File: config.mk
export PLATFORM = sky130hd
export DESIGN_NAME = eco32f_regfile_nport
export DESIGN_NICKNAME = d
export VERILOG_FILES = /design/src/rtl/eco32f_regfile_nport.sv
export SDC_FILE = /design/constraint.sdc
export NUM_CORES = 2
export LEC_CHECK = 0
export ABC_CLOCK_PERIOD_IN_PS = 4100
export CORE_MARGIN = 10
export CORE_UTILIZATION = 45
export DETAILED_ROUTE_END_ITERATION = 7
export MAX_ROUTING_LAYER = met4
export SYNTH_ARGS = -nofsm -noshare
export SYNTH_HDL_FRONTEND = slang
export SYNTH_SLANG_ARGS = --single-unit
File: constraint.sdc
create_clock -name i_clk -period 4.1 [get_ports i_clk]
set_clock_uncertainty 0.2 [all_clocks]
set_input_delay 0.41 -clock i_clk [delete_from_list [all_inputs] [get_ports i_clk]]
set_output_delay 0.41 -clock i_clk [all_outputs]
set_load 0.005 [all_outputs]
File: src/rtl/eco32f_regfile_nport.sv
// eco32f register file with NREAD read ports, per-port RAM copies, ID/EX forwarding,
// load-use hazard detection and a post-reset clearing sequencer.
module eco32f_regfile_nport #(
    parameter int DATA_WIDTH = 32,
    parameter int ADDR_WIDTH = 5,
    parameter int NREAD      = 2,
    parameter int ZERO_REG   = 1
) (
    input  logic                          i_clk,
    input  logic                          i_rst,
    input  logic                          i_if_stall,
    input  logic                          i_id_stall,
    input  logic                          i_ex_stall,
    input  logic                          i_ex_flush,
    input  logic [NREAD*ADDR_WIDTH-1:0]   i_if_raddr,
    input  logic [NREAD*ADDR_WIDTH-1:0]   i_id_raddr,
    input  logic [NREAD*ADDR_WIDTH-1:0]   i_ex_raddr,
    input  logic [ADDR_WIDTH-1:0]         i_ex_rd_addr,
    input  logic                          i_ex_rd_we,
    input  logic                          i_ex_rd_load,
    input  logic [DATA_WIDTH-1:0]         i_mem_result,
    output logic [ADDR_WIDTH-1:0]         o_mem_rd_addr,
    output logic                          o_mem_rd_we,
    input  logic [ADDR_WIDTH-1:0]         i_wb_addr,
    input  logic                          i_wb_we,
    input  logic [DATA_WIDTH-1:0]         i_wb_data,
    output logic [NREAD*DATA_WIDTH-1:0]   o_id_rdata,
    output logic [NREAD*DATA_WIDTH-1:0]   o_ex_rdata,
    output logic                          o_ld_hazard,
    output logic                          o_init_busy
);

    localparam int AW    = ADDR_WIDTH;
    localparam int DW    = DATA_WIDTH;
    localparam int NREGS = 2 ** ADDR_WIDTH;

    typedef enum logic {S_INIT, S_RUN} state_t;

    state_t          r_state, w_state_next;
    logic [AW-1:0]   r_cnt, w_cnt_next;
    logic            w_init_busy;
    logic            w_re;
    logic            w_wr_en;
    logic [AW-1:0]   w_wr_addr;
    logic [DW-1:0]   w_wr_data;
    logic            r_rf_valid;
    logic [DW-1:0]   r_wb_hold;
    logic [NREAD-1:0] w_hz_match;

    always_ff @(posedge i_clk) begin
        if (!i_rst) begin
            r_state <= S_INIT;
            r_cnt   <= '0;
        end else begin
            r_state <= w_state_next;
            r_cnt   <= w_cnt_next;
        end
    end

    always_comb begin
        w_state_next = r_state;
        w_cnt_next   = r_cnt;
        w_init_busy  = 1'b0;
        case (r_state)
            S_INIT: begin
                w_init_busy = 1'b1;
                if (r_cnt == AW'(NREGS - 1))
                    w_state_next = S_RUN;
                else
                    w_cnt_next = r_cnt + AW'(1);
            end
            default: ;
        endcase
    end

    // One shared write port feeds every RAM copy: clearing writes in INIT, writeback in RUN.
    always_comb begin
        w_wr_en   = 1'b0;
        w_wr_addr = i_wb_addr;
        w_wr_data = i_wb_data;
        if (w_init_busy) begin
            w_wr_en   = 1'b1;
            w_wr_addr = r_cnt;
            w_wr_data = '0;
        end else begin
            w_wr_en = i_wb_we && !((ZERO_REG != 0) && (i_wb_addr == '0));
        end
    end

    assign w_re        = !i_if_stall && !w_init_busy;
    assign o_init_busy = w_init_busy;

    always_ff @(posedge i_clk) begin
        if (!i_rst) begin
            r_rf_valid    <= 1'b0;
            r_wb_hold     <= '0;
            o_mem_rd_addr <= '0;
            o_mem_rd_we   <= 1'b0;
        end else begin
            r_rf_valid <= w_re;
            if (i_wb_we)
                r_wb_hold <= i_wb_data;
            if (!i_ex_stall)
                o_mem_rd_addr <= i_ex_rd_addr;
            if (i_ex_flush)
                o_mem_rd_we <= 1'b0;
            else if (!i_ex_stall)
                o_mem_rd_we <= i_ex_rd_we;
        end
    end

    for (genvar p = 0; p < NREAD; p++) begin : g_port
        logic [DW-1:0] r_ram [NREGS];
        logic [DW-1:0] r_ram_q;
        logic [DW-1:0] r_id_hold;
        logic [DW-1:0] r_ex_lat;
        logic          r_id_zero, r_ex2id, r_mem2id;
        logic          r_ex2ex, r_mem2ex, r_wb2ex;
        logic [DW-1:0] w_id_data, w_ex_data;
        logic [AW-1:0] w_if_addr, w_id_addr, w_ex_addr;

        assign w_if_addr = i_if_raddr[p*AW +: AW];
        assign w_id_addr = i_id_raddr[p*AW +: AW];
        assign w_ex_addr = i_ex_raddr[p*AW +: AW];

        // Write-first: a same-cycle write to the read address bypasses the array.
        always_ff @(posedge i_clk) begin
            if (w_wr_en)
                r_ram[w_wr_addr] <= w_wr_data;
            if (w_re)
                r_ram_q <= (w_wr_en && (w_wr_addr == w_if_addr)) ? w_wr_data : r_ram[w_if_addr];
        end

        always_ff @(posedge i_clk) begin
            if (!i_rst) begin
                r_id_zero <= 1'b0;
                r_ex2id   <= 1'b0;
                r_mem2id  <= 1'b0;
                r_id_hold <= '0;
            end else begin
                r_id_zero <= (ZERO_REG != 0) && (w_if_addr == '0);
                r_ex2id   <= i_ex_rd_we && (i_ex_rd_addr == w_if_addr);
                r_mem2id  <= o_mem_rd_we && (o_mem_rd_addr == w_if_addr);
                r_id_hold <= w_id_data;
            end
        end

        always_comb begin
            w_id_data = r_id_hold;
            if (r_rf_valid) begin
                if (r_id_zero)
                    w_id_data = '0;
                else if (r_ex2id)
                    w_id_data = i_mem_result;
                else if (r_mem2id)
                    w_id_data = i_wb_data;
                else
                    w_id_data = r_ram_q;
            end
        end

        // A stalled ID drops the WB bypass since wb_hold keeps tracking newer writebacks.
        always_ff @(posedge i_clk) begin
            if (!i_rst) begin
                r_ex_lat <= '0;
                r_ex2ex  <= 1'b0;
                r_mem2ex <= 1'b0;
                r_wb2ex  <= 1'b0;
            end else if (!i_id_stall) begin
                r_ex_lat <= w_id_data;
                r_ex2ex  <= i_ex_rd_we && (i_ex_rd_addr == w_id_addr);
                r_mem2ex <= o_mem_rd_we && (o_mem_rd_addr == w_id_addr);
                r_wb2ex  <= i_wb_we && (i_wb_addr == w_id_addr);
            end else begin
                r_wb2ex  <= 1'b0;
            end
        end

        always_comb begin
            w_ex_data = r_ex_lat;
            if ((ZERO_REG != 0) && (w_ex_addr == '0))
                w_ex_data = '0;
            else if (r_ex2ex)
                w_ex_data = i_mem_result;
            else if (r_mem2ex)
                w_ex_data = i_wb_data;
            else if (r_wb2ex)
                w_ex_data = r_wb_hold;
        end

        assign o_id_rdata[p*DW +: DW] = w_id_data;
        assign o_ex_rdata[p*DW +: DW] = w_ex_data;
        assign w_hz_match[p]          = (i_ex_rd_addr == w_id_addr);
    end

    assign o_ld_hazard = !w_init_busy && i_ex_rd_we && i_ex_rd_load &&
                         ((ZERO_REG == 0) || (i_ex_rd_addr != '0)) && (|w_hz_match);

endmodule
==> results.sh <==
export IMPL_max_cap_violations=0
export IMPL_numCtsBuffers=137
export IMPL_dieHeight_um=389.6
export IMPL_synth_top_family_by_area="multiplexers"
export IMPL_fin_cells=6032
export IMPL_htree_num_levels=4
export IMPL_clock_sinks=1273
export IMPL_synth_compound_area_share_pct=5.943
export IMPL_p_sw_share_pct=23.29
export IMPL_critPathKind="reg2out"
export IMPL_synth_async_reset_ratio_pct=0
export IMPL_cp_end_kind="primary output"
export IMPL_cts_buffer_depth=3
export IMPL_cp_max_fo=23
export IMPL_synth_warnings=0
export IMPL_slowest_stage="dfxtp_2"
export IMPL_grt_pass1_vias=37870
export IMPL_setup_violations=0
export IMPL_synth_edff_count=1088
export IMPL_cts_resized=0
export IMPL_yosysMostFrequentCell="edfxtp_1"
export IMPL_grt_total_usage_pct=26.04
export IMPL_syn2layout_area_growth_pct=16.06
export IMPL_route_detailed_drc=0
export IMPL_p_sw_uw=6736
export IMPL_min_from="i_id_stall"
export IMPL_hpwl_mm=122.8
export IMPL_synth_avg_cell_area_sq_um=15.86
export IMPL_worst_r2r_setup_slack_ns=0.73
export IMPL_fillCellCount=11050
export IMPL_finalSetupTns_ns=0
export IMPL_final_layout_size_suffix_gt1_share_pct=23.77
export IMPL_fmax_mhz=271.0
export IMPL_timing_rr_end="g_port[1].r_ram[7][7]"
export IMPL_clockPowerShare_pct=42.0
export IMPL_synthTopCellsByArea="edfxtp_1 (53%), mux4_2 (17%), mux2i_1 (7.9%)"
export IMPL_path_cells="buf_12 > mux2i_1 > nor2_1 > a21oi_1 > o22ai_1 > clkdlybuf4s50_1"
export IMPL_synth_commonest_cells="edfxtp_1 (1088), mux2i_1 (487), mux4_2 (462)"
export IMPL_routed_wl_mm=195.2
export IMPL_cp_required_ns=3.49
export IMPL_yosysTopAreaCell="edfxtp_1"
export IMPL_gp_congestion=0.8743
export IMPL_status="completed"
export IMPL_vias_per_cell=6.337
export IMPL_synthMuxAreaShare_pct=26.37
export IMPL_wl_per_cell_um=32.36
export IMPL_ir_worst_vdd_v=0.0002845
export IMPL_final_area_sq_um=71350
export IMPL_routed_via_count=38220
export IMPL_cpPeakStageDelay_ns=0.85
export IMPL_start_util_pct=45.33
export IMPL_met3_usage_pct=5.940
export IMPL_multiInputGateArea_sq_um=23470
export IMPL_combPwrFrac_pct=9.0
export IMPL_clk_pin_slew_ns=0.06
export IMPL_first_iter_violations=4449
export IMPL_die_w_um=389.6
export IMPL_antenna_found_initial=7
export IMPL_grt_overflow=0
export IMPL_layout_nets=4253
export IMPL_synth_xor_area_share_pct=0.8975
export IMPL_seq_area_frac_synth_pct=59.17
export IMPL_ys_ff_latch=1273
export IMPL_dieArea_sq_um=151800
export IMPL_core_area_sq_um=135600
export IMPL_placed_area_sq_um=66920
export IMPL_maxSlewHeadroom_pct=12.56
export IMPL_p_per_area_nw_per_um2=405.3
export IMPL_r2r_start="r_state"
export IMPL_root_buffer="clkbuf_16"
export IMPL_period_minus_slack_ns=3.689
export IMPL_synth_flop_cell="edfxtp_1"
export IMPL_place_inst=5777
export IMPL_hold_class="in2reg"
export IMPL_use_met2_pct=40.03
export IMPL_grt_max_degree=120
export IMPL_num_io_pins=249
export IMPL_p_leak_uw=0.02401
export IMPL_slew_viol_final=0
export IMPL_whs_path_depth=3
export IMPL_rsz0062_at_grt="false"
export IMPL_grtUsageMet1_pct=35.08
export IMPL_cts_tree="built"
export IMPL_startpoint_type="register"
export IMPL_syn_area_sq_um=61480
export IMPL_fin_hold_ws_ns=0.1305
export IMPL_finalHoldViolations=0
export IMPL_num_rows=135
export IMPL_crit_arrival_ns=3.08
export IMPL_min_to="g_port[0].r_ex_lat[14]"
export IMPL_seq_area_sq_um=36390
export IMPL_min_period_over_period_pct=89.99
export IMPL_synthCells=3877
export IMPL_yosys_cell_types_count=50
export IMPL_syn_nets=3992
export IMPL_clk_latency_ns=0.79
export IMPL_synth_top_area_share_pct=53.14
export IMPL_antenna_left=0
export IMPL_seqPwrFrac_pct=49.0
export IMPL_internal_power_uw=22180
export IMPL_port_buffer_count=248
export IMPL_first_pass_iters=6
export IMPL_grt_most_used_layer="met2"
export IMPL_reg2reg_depth=6
export IMPL_grt_pass1_wl_mm=279.9
export IMPL_synthAdderAreaFrac_pct=0.04070
export IMPL_synthSimpleGateAreaFrac_pct=4.459
export IMPL_worst_pin_slew_ns=1.309
==> area by class of cell <==
type                            count  share of cell area, %
Multi-Input combinational cell   2181                  32.89
Tap cell                         1781                  3.123
Clock inverter                     83                  1.073
Antenna cell                        6                0.02104
Inverter                          100                 0.5296
Timing Repair Buffer              445                  6.282
Clock buffer                      163                  5.075
Sequential cell                  1273                  51.00
==> how the worst max path moves through the flow <==
stage / depth (start not counted) / to / slack [ns] / from
after floorplan: 5 / g_port[1].r_ram[4][0] / 0.92 / r_state
after global placement: 8 / g_port[1].r_ram[7][5] / 0.30 / i_wb_addr[1]
after detailed placement: 8 / g_port[1].r_ram[7][5] / 0.18 / i_wb_addr[1]
after CTS: 6 / o_id_rdata[59] / 0.33 / g_port[1].r_mem2id
after global routing: 6 / o_id_rdata[59] / 0.20 / g_port[1].r_mem2id
final: 6 / o_id_rdata[56] / 0.41 / g_port[1].r_mem2id
==> kinds of logic after synthesis <==
kind of cell	count (synthesis)
compound gates	514
xor+xnor	63
fa+ha+maj	2
buf+inv	423
flops	1273
mux	1032
simple gates	570
==> metrics by stage <==
stage          utilization (%)  setup WS, ns  total power (uW)
6_report                 52.60        0.4105             28920
5_1_grt                  52.60        0.2047             29820
4_1_cts                  52.59        0.3324             29070
3_5_place_dp             49.34        0.1836             17020
3_3_place_gp             49.34        0.3000             17000
2_1_floorplan                -        0.9152             15970
==> worst max-delay path, delay by kind of cell, from the launching register on <==
kind,cells,cell delay [ns]
DFF,1,0.85
buffers and inverters,2,0.88
muxes,1,0.09
and+or+nand+nor,1,0.10
AOI/OAI and AO/OA,2,0.36
==> state kept, by name (all words and copies together) (netlist names) <==
signal and count:
r_state 1, g_port.r_wb2ex 2, g_port.r_id_hold 64, r_wb_hold 32
o_mem_rd_we 1, r_rf_valid 1, g_port.r_mem2ex 2, g_port.r_ram 1024
g_port.r_mem2id 2, g_port.r_ram_q 64, g_port.r_id_zero 2, g_port.r_ex2ex 2
g_port.r_ex2id 2, r_cnt 5, o_mem_rd_addr 5, g_port.r_ex_lat 64
==> layout by cell type (no fill, tap or decap), types with 7 or more instances in the layout <==
cell             synthesis  final
o221ai_1                52     52
a221oi_1                20     20
clkinv_1                 2     29
xnor2_1                 35     35
a31oi_1                 14     14
o21ai_0                 77     77
and2_1                  84     84
clkinv_2                 0     26
buf_12                   0     42
inv_1                   97     96
mux2i_1                487    487
o22ai_1                140    140
nand2_1                151    150
dfxtp_1                185    173
edfxtp_1              1088   1088
a2bb2oi_1               20     20
clkbuf_16                0    141
nor3_1                  10     10
mux2_2                  83     83
o32ai_1                 10     10
mux4_2                 462    462
nor2_4                   0     33
a21oi_1                 66     66
clkdlybuf4s50_1          0    235
a22o_1                  43     43
o211a_1                 64     64
nor2b_1                 48     46
xor2_1                  28     28
nand2b_1                68     66
clkbuf_1               177     21
clkinv_8                 0      7
dfxtp_2                  0     12
nor2_1                 180    144
buf_4                   30    157
bufinv_16                0      9
==> power groups by stage <==
stage               logic, uW  registers [uW]  clock network [uW]
floorplan                1560           14400                   0
global placement         2560           14400                   0
detailed placement       2570           14400                   0
CTS                      2590           14200               12300
global route             2740           14200               12900
finish                   2600           14200               12100
==> routing by layer <==
metal | wire length (um) | up-vias
met1 | 80730 | 19970
met5 | 0 | -
met3 | 18620 | 278
li1 | - | 16070
met4 | 4351 | 0
met2 | 91530 | 1905
==> timing repair <==
item                                   CTS  global route
endpoints found under the hold margin   61             0
hold buffers                             3             0
setup buffers                            0             0
No activity file was read; power rests on OpenSTA's default activity.
